## src/rtl/gpio_cfg_pkg.sv

```systemverilog
// Shared constants, register selects and FSM states for the GPIO configuration controller.
package gpio_cfg_pkg;

   localparam int N_GPIO  = 25;
   localparam int HDR_W   = 7;
   localparam int FRAME_W = HDR_W + N_GPIO;
   localparam int CNT_W   = $clog2(FRAME_W);

   localparam logic [CNT_W-1:0] CNT_HDR_LAST = CNT_W'(HDR_W - 1);
   localparam logic [CNT_W-1:0] CNT_LAST     = CNT_W'(FRAME_W - 1);

   localparam logic [N_GPIO-1:0] DIR_RST    = {N_GPIO{1'b1}};
   localparam logic [N_GPIO-1:0] PULLEN_RST = '0;
   localparam logic [N_GPIO-1:0] OUT_RST    = '0;

   typedef enum logic [1:0] {
      SEL_DIR    = 2'd0,
      SEL_PULLEN = 2'd1,
      SEL_OUT    = 2'd2,
      SEL_IN     = 2'd3
   } sel_t;

   typedef enum logic [2:0] {
      IDLE,
      HDR,
      WDATA,
      RDATA,
      WAIT
   } state_t;

endpackage

```

## src/rtl/gpio_sync2.sv

```systemverilog
// Two-flop synchroniser for asynchronous pad inputs, parameterised width.
module gpio_sync2 #(
   parameter int W = 1
) (
   input  logic         clk,
   input  logic         rst,
   input  logic [W-1:0] d,
   output logic [W-1:0] q
);

   logic [W-1:0] meta;

   always_ff @(posedge clk or posedge rst) begin
      if (rst) begin
         meta <= '0;
         q    <= '0;
      end else begin
         meta <= d;
         q    <= meta;
      end
   end

endmodule

```

## src/rtl/gpio_cfg_ctrl.sv

```systemverilog
// Serial-frame configuration controller for the GPIO pad direction, pull-enable and output registers.
//   state | meaning
//   IDLE  | waiting for cfg_cs
//   HDR   | shifting 7 header bits, decode on the last one
//   WDATA | shifting 25 write data bits (or discarding a bad frame)
//   RDATA | streaming the read snapshot out on cfg_do
//   WAIT  | frame complete, waiting for cfg_cs to drop
module gpio_cfg_ctrl
   import gpio_cfg_pkg::*;
(
   input  logic              clk,
   input  logic              rst,
   input  logic              cfg_cs,
   input  logic              cfg_di,
   output logic              cfg_do,
   output logic              cfg_done,
   output logic              cfg_err,
   input  logic              test_mode,
   input  logic [N_GPIO-1:0] gpio_in,
   output logic [N_GPIO-1:0] gpio_dir,
   output logic [N_GPIO-1:0] gpio_pullen,
   output logic [N_GPIO-1:0] gpio_out
);

   state_t            state;
   state_t            state_nxt;
   logic [CNT_W-1:0]  cnt;
   logic [N_GPIO-2:0] sr;
   logic [N_GPIO-2:0] rd_sr;
   sel_t              sel_q;
   logic              bad_q;
   logic              ovr_q;
   logic [N_GPIO-1:0] dir_q;
   logic [N_GPIO-1:0] pullen_q;
   logic [N_GPIO-1:0] out_q;
   logic [N_GPIO-1:0] in_sync;

   logic              done_nxt;
   logic              err_nxt;
   logic              commit;
   logic              decode;

   gpio_sync2 #(.W(N_GPIO)) u_sync (
      .clk (clk),
      .rst (rst),
      .d   (gpio_in),
      .q   (in_sync)
   );

   // Header is complete once the current bit joins the six already shifted in.
   logic [HDR_W-1:0]  hdr;
   logic              hdr_rw;
   sel_t              hdr_sel;
   logic [3:0]        hdr_rsv;
   logic              hdr_bad;
   logic [N_GPIO-1:0] wdata;
   logic [N_GPIO-1:0] snap;

   assign hdr     = {sr[HDR_W-2:0], cfg_di};
   assign hdr_rw  = hdr[6];
   assign hdr_sel = sel_t'(hdr[5:4]);
   assign hdr_rsv = hdr[3:0];
   assign hdr_bad = (|hdr_rsv) || (!hdr_rw && (hdr_sel == SEL_IN));
   assign wdata   = {sr, cfg_di};

   always_comb begin
      snap = dir_q;
      unique case (hdr_sel)
         SEL_DIR:    snap = dir_q;
         SEL_PULLEN: snap = pullen_q;
         SEL_OUT:    snap = out_q;
         SEL_IN:     snap = in_sync;
         default:    snap = dir_q;
      endcase
   end

   always_ff @(posedge clk or posedge rst) begin
      if (rst) state <= IDLE;
      else     state <= state_nxt;
   end

   always_comb begin
      state_nxt = state;
      done_nxt  = 1'b0;
      err_nxt   = 1'b0;
      commit    = 1'b0;
      decode    = 1'b0;
      unique case (state)
         IDLE: begin
            if (cfg_cs) state_nxt = HDR;
         end
         HDR: begin
            if (!cfg_cs) begin
               state_nxt = IDLE;
               err_nxt   = 1'b1;
            end else if (cnt == CNT_HDR_LAST) begin
               decode    = 1'b1;
               state_nxt = (hdr_rw && !hdr_bad) ? RDATA : WDATA;
            end
         end
         WDATA: begin
            if (!cfg_cs) begin
               state_nxt = IDLE;
               err_nxt   = 1'b1;
            end else if (cnt == CNT_LAST) begin
               state_nxt = WAIT;
               if (bad_q) begin
                  err_nxt = 1'b1;
               end else begin
                  commit   = 1'b1;
                  done_nxt = 1'b1;
               end
            end
         end
         RDATA: begin
            if (!cfg_cs) begin
               state_nxt = IDLE;
               err_nxt   = 1'b1;
            end else if (cnt == CNT_LAST) begin
               state_nxt = WAIT;
               done_nxt  = 1'b1;
            end
         end
         WAIT: begin
            if (!cfg_cs)     state_nxt = IDLE;
            else if (!ovr_q) err_nxt   = 1'b1;
         end
         default: state_nxt = IDLE;
      endcase
   end

   always_ff @(posedge clk or posedge rst) begin
      if (rst) begin
         cnt      <= '0;
         sr       <= '0;
         rd_sr    <= '0;
         sel_q    <= SEL_DIR;
         bad_q    <= 1'b0;
         ovr_q    <= 1'b0;
         cfg_do   <= 1'b0;
         cfg_done <= 1'b0;
         cfg_err  <= 1'b0;
      end else begin
         cfg_done <= done_nxt;
         cfg_err  <= err_nxt;
         ovr_q    <= (state == WAIT) && (state_nxt == WAIT);
         if (cfg_cs) sr <= {sr[N_GPIO-3:0], cfg_di};
         if ((state_nxt == HDR) || (state_nxt == WDATA) || (state_nxt == RDATA))
            cnt <= cnt + 1'b1;
         else
            cnt <= '0;
         if (decode) begin
            sel_q <= hdr_sel;
            bad_q <= hdr_bad;
         end
         // cfg_do is driven one bit ahead of the sampled bit so data[0] lines up with cnt = 31.
         cfg_do <= 1'b0;
         if (decode && (state_nxt == RDATA)) begin
            cfg_do <= snap[N_GPIO-1];
            rd_sr  <= snap[N_GPIO-2:0];
         end else if ((state == RDATA) && (state_nxt == RDATA)) begin
            cfg_do <= rd_sr[N_GPIO-2];
            rd_sr  <= {rd_sr[N_GPIO-3:0], 1'b0};
         end
      end
   end

   always_ff @(posedge clk or posedge rst) begin
      if (rst) begin
         dir_q    <= DIR_RST;
         pullen_q <= PULLEN_RST;
         out_q    <= OUT_RST;
      end else if (commit) begin
         unique case (sel_q)
            SEL_DIR:    dir_q    <= wdata;
            SEL_PULLEN: pullen_q <= wdata;
            SEL_OUT:    out_q    <= wdata;
            default:    ;
         endcase
      end
   end

   assign gpio_dir    = test_mode ? DIR_RST    : dir_q;
   assign gpio_pullen = test_mode ? PULLEN_RST : pullen_q;
   assign gpio_out    = test_mode ? OUT_RST    : out_q;

endmodule

```

## config.mk

```make
export PLATFORM = sky130hd
export DESIGN_NAME = gpio_cfg_ctrl
export DESIGN_NICKNAME = d
export VERILOG_FILES = /design/src/rtl/gpio_cfg_pkg.sv /design/src/rtl/gpio_sync2.sv /design/src/rtl/gpio_cfg_ctrl.sv
export SDC_FILE = /design/constraint.sdc
export NUM_CORES = 1
export LEC_CHECK = 0
export ABC_CLOCK_PERIOD_IN_PS = 8300
export CAP_MARGIN = 40
export CORE_ASPECT_RATIO = 0.6
export CORE_MARGIN = 2
export CORE_UTILIZATION = 50
export CTS_CLUSTER_DIAMETER = 40
export DETAILED_ROUTE_END_ITERATION = 10
export PLACE_DENSITY = 0.82
export SKIP_CTS_REPAIR_TIMING = 1
export SYNTH_ARGS = -nofsm -noshare
export SYNTH_HDL_FRONTEND = slang
export SYNTH_SLANG_ARGS = --single-unit
```

## constraint.sdc

```tcl
create_clock -name clk -period 8.3 [get_ports clk]
set_clock_uncertainty 0.1 [all_clocks]
set_input_delay 0.83 -clock clk [delete_from_list [all_inputs] [get_ports clk]]
set_output_delay 0.83 -clock clk [all_outputs]
set_load 0.05 [all_outputs]
```

==> run summary <==
Placed Area - 9213 um2
Synth Register Bits - 188
internal power - 1.544 mW
vias in the first global route - 5003
Post-synth EDFFs - 0
Clock Latency Late Sink - 0.42 ns
Die Span Y - 101.2 um
crit path from - test_mode
worst-path fanout max - 75
fin area - 9796 um2
CP arrival - 2.51 ns
# port buffers - 107
synth cell count leaders - 163 x dfrtp_1, 102 x mux2_2, 52 x nor2b_1
Slew @ Worst Pin - 0.7778 ns
layout cells sized above 1 - 0.3464
DRC viols - 0
Max-slew headroom - 0.4799
initial core utilization - 0.5121
io pins - 108
first-pass GRT wire length - 27410 um
CTS max path bufs - 2
final setup TNS - 0 ns
ANT cells - 0
Synth-to-Final Area Change - 24.45%
Clk pwr share - 0.378
Sw Pwr - 0.5661 mW
critical path type - input pin to primary output
r2r endpoint - pullen_q[11]
top-count cell post-synth - dfrtp_1
Netlist cell types - 36
TritonCTS clock tree - done
routed vias - 4704
crit path launch type - input pin
max-slew violations - 0
Max Cap Viol - 0
element type at the critical path end - primary output
final setup fails - 0
PD cells - 215.4 nW/um2
Logic pwr share - 0.113
vias per inst - 5.426
die area - 16800 um2
clock sinks - 188
Max IR drop VDD - 0.0001291 V
DRT iter0 DRCs - 336
top_reg_cell synth - dfrtp_1
Tot Pwr - 2.110 mW
routability cong. - 0.7674
Net Count, Synth - 580
clock-pin slew on the worst setup and hold paths - 0.07 ns
Reg power frac - 0.508
Worst setup endpoint - gpio_dir[23]
Post-DRT Antenna Nets - 0
die width - 166.0 um
Final period util - 0.4146
antenna violations before repair - 0
r2r setup slk - 5.49 ns
DP Wirelength - 10850 um
Ys Warns - 0
cell at the root of the clock tree - clkbuf_16
wire per inst - 19.41 um
Max Clock Freq - 0.2906 GHz
FF-to-FF Start - cnt[0]
Core Region - 15370 um2
top-area cell type share of the netlist area - 0.5182
Post-Syn Instances - 547
Final Non-Filler Cells - 867
GRT Total Usage - 0.2129
Post-Syn Area - 7871 um2
Site Rows - 35
net switching fraction of the power - 0.2683
status - finished clean
Lkg Pwr - 4.344 nW
pin count of the biggest net entering global routing - 134
RSZ-0062 raised after global routing - no
Synth area leader - dfrtp_1
mean post-synth cell area - 14.39 um2
final hold vios - 0
cell total after placement - 835
largest cells by area after synthesis - dfrtp_1 52%, mux2_2 15%, dfstp_2 8.3%, mux4_2 7.2%, nor2b_1 4.1%
worst min path class - register to register
worst reg2reg path depth - 8
gr ovfl total - 0
Post-Route WL - 16830 um
Worst Path Required - 7.37 ns
Nets - 684
Post-synth ARST share - 1.000
CTS buffer count - 17
H-tree depth - 4
min cycle time layout - 3.441 ns
length of the first detailed-routing pass in iterations - 4
Seq/Total Area, Yosys - 0.6017
==> routing by layer <==
layer,track usage,part of all wire,vias to the layer above
met5,0,0,-
met4,0.06020,0.0062,0
met3,0.05432,0.054,11
met2,0.3166,0.45,140
met1,0.3156,0.48,2441
li1,-,-,2112
==> cell usage in the layout, fill, tap and decap left out, types with 3 or more instances in the layout <==
cell type,n
clkdlybuf4s50_1,105
o21ai_0,4
mux2_2,102
nor2_1,28
nand2_1,7
dfrtp_1,162
nand3_1,3
clkinvlp_4,3
clkbuf_16,17
dfstp_2,25
mux2i_1,23
ha_1,3
nor2b_1,52
buf_16,4
a21oi_1,22
mux4_2,25
buf_4,7
inv_1,5
inv_6,5
or2_2,25
==> worst min-delay path by stage <==
stage	cells after the start	end	slack (ns)	startpoint
detailed placement	0	u_sync.q[23]	0.23	u_sync.meta[23]
global route	0	u_sync.q[15]	0.26	u_sync.meta[15]
global placement	0	u_sync.q[24]	0.23	u_sync.meta[24]
CTS	0	u_sync.q[23]	0.25	u_sync.meta[23]
finish	0	u_sync.q[23]	0.25	u_sync.meta[23]
floorplan	0	u_sync.q[0]	0.23	u_sync.meta[0]
==> layout make-up <==
class / instances / area [um2]
clock buffer: 19 / 452.9
clock inverter: 13 / 130.1
fill: 1072 / 5575
inverter: 6 / 30.03
multi-input combinational: 320 / 2968
sequential: 188 / 4737
tap: 203 / 254.0
timing repair buffer: 118 / 1224
==> flip-flops by register name, summed over array words and instances (netlist names), 5 cells and up <==
| register | flops |
|---|---|
| pullen_q | 25 |
| rd_sr | 24 |
| sr | 24 |
| out_q | 25 |
| u_sync.meta | 25 |
| u_sync.q | 25 |
| cnt | 5 |
| dir_q | 25 |
==> cells by family (layout without fill, tap and decap cells) <==
family                   Yosys count  after routing  share of synthesized area
XOR/XNOR                           2              2                   0.002226
multiplexers                     150            150                     0.2467
flip-flops                       188            188                     0.6017
AO/OA/AOI/OAI                     30             30                    0.02051
buffers and inverters             39            156                    0.02194
adder cells (fa/ha/maj)            3              3                   0.004769
AND/OR/NAND/NOR                  135            135                     0.1022
==> power by group through the flow <==
stage | logic, mW | registers [mW] | clock network, mW
2_1_floorplan | 0.182 | 1.04 | 0
3_3_place_gp | 0.211 | 1.09 | 0
3_5_place_dp | 0.239 | 1.09 | 0
4_1_cts | 0.241 | 1.07 | 0.810
5_1_grt | 0.256 | 1.09 | 0.852
6_report | 0.239 | 1.07 | 0.798
==> stage by stage <==
stage	setup slack, ns	utilization	hold slack (ns)
CTS	4.850	0.6373	0.2498
global placement	4.888	0.5917	0.2342
finish	4.859	0.6373	0.2495
detailed placement	4.852	0.5993	0.2347
global route	4.758	0.6373	0.2570
floorplan	2.298	-	0.2312
==> worst max-delay path, cell delays in order <==
cell and delay [ns]:
buf_2 0.08, buf_4 0.52, or2_2 0.22, clkdlybuf4s50_1 0.81
No activity file was read; power rests on OpenSTA's default activity.
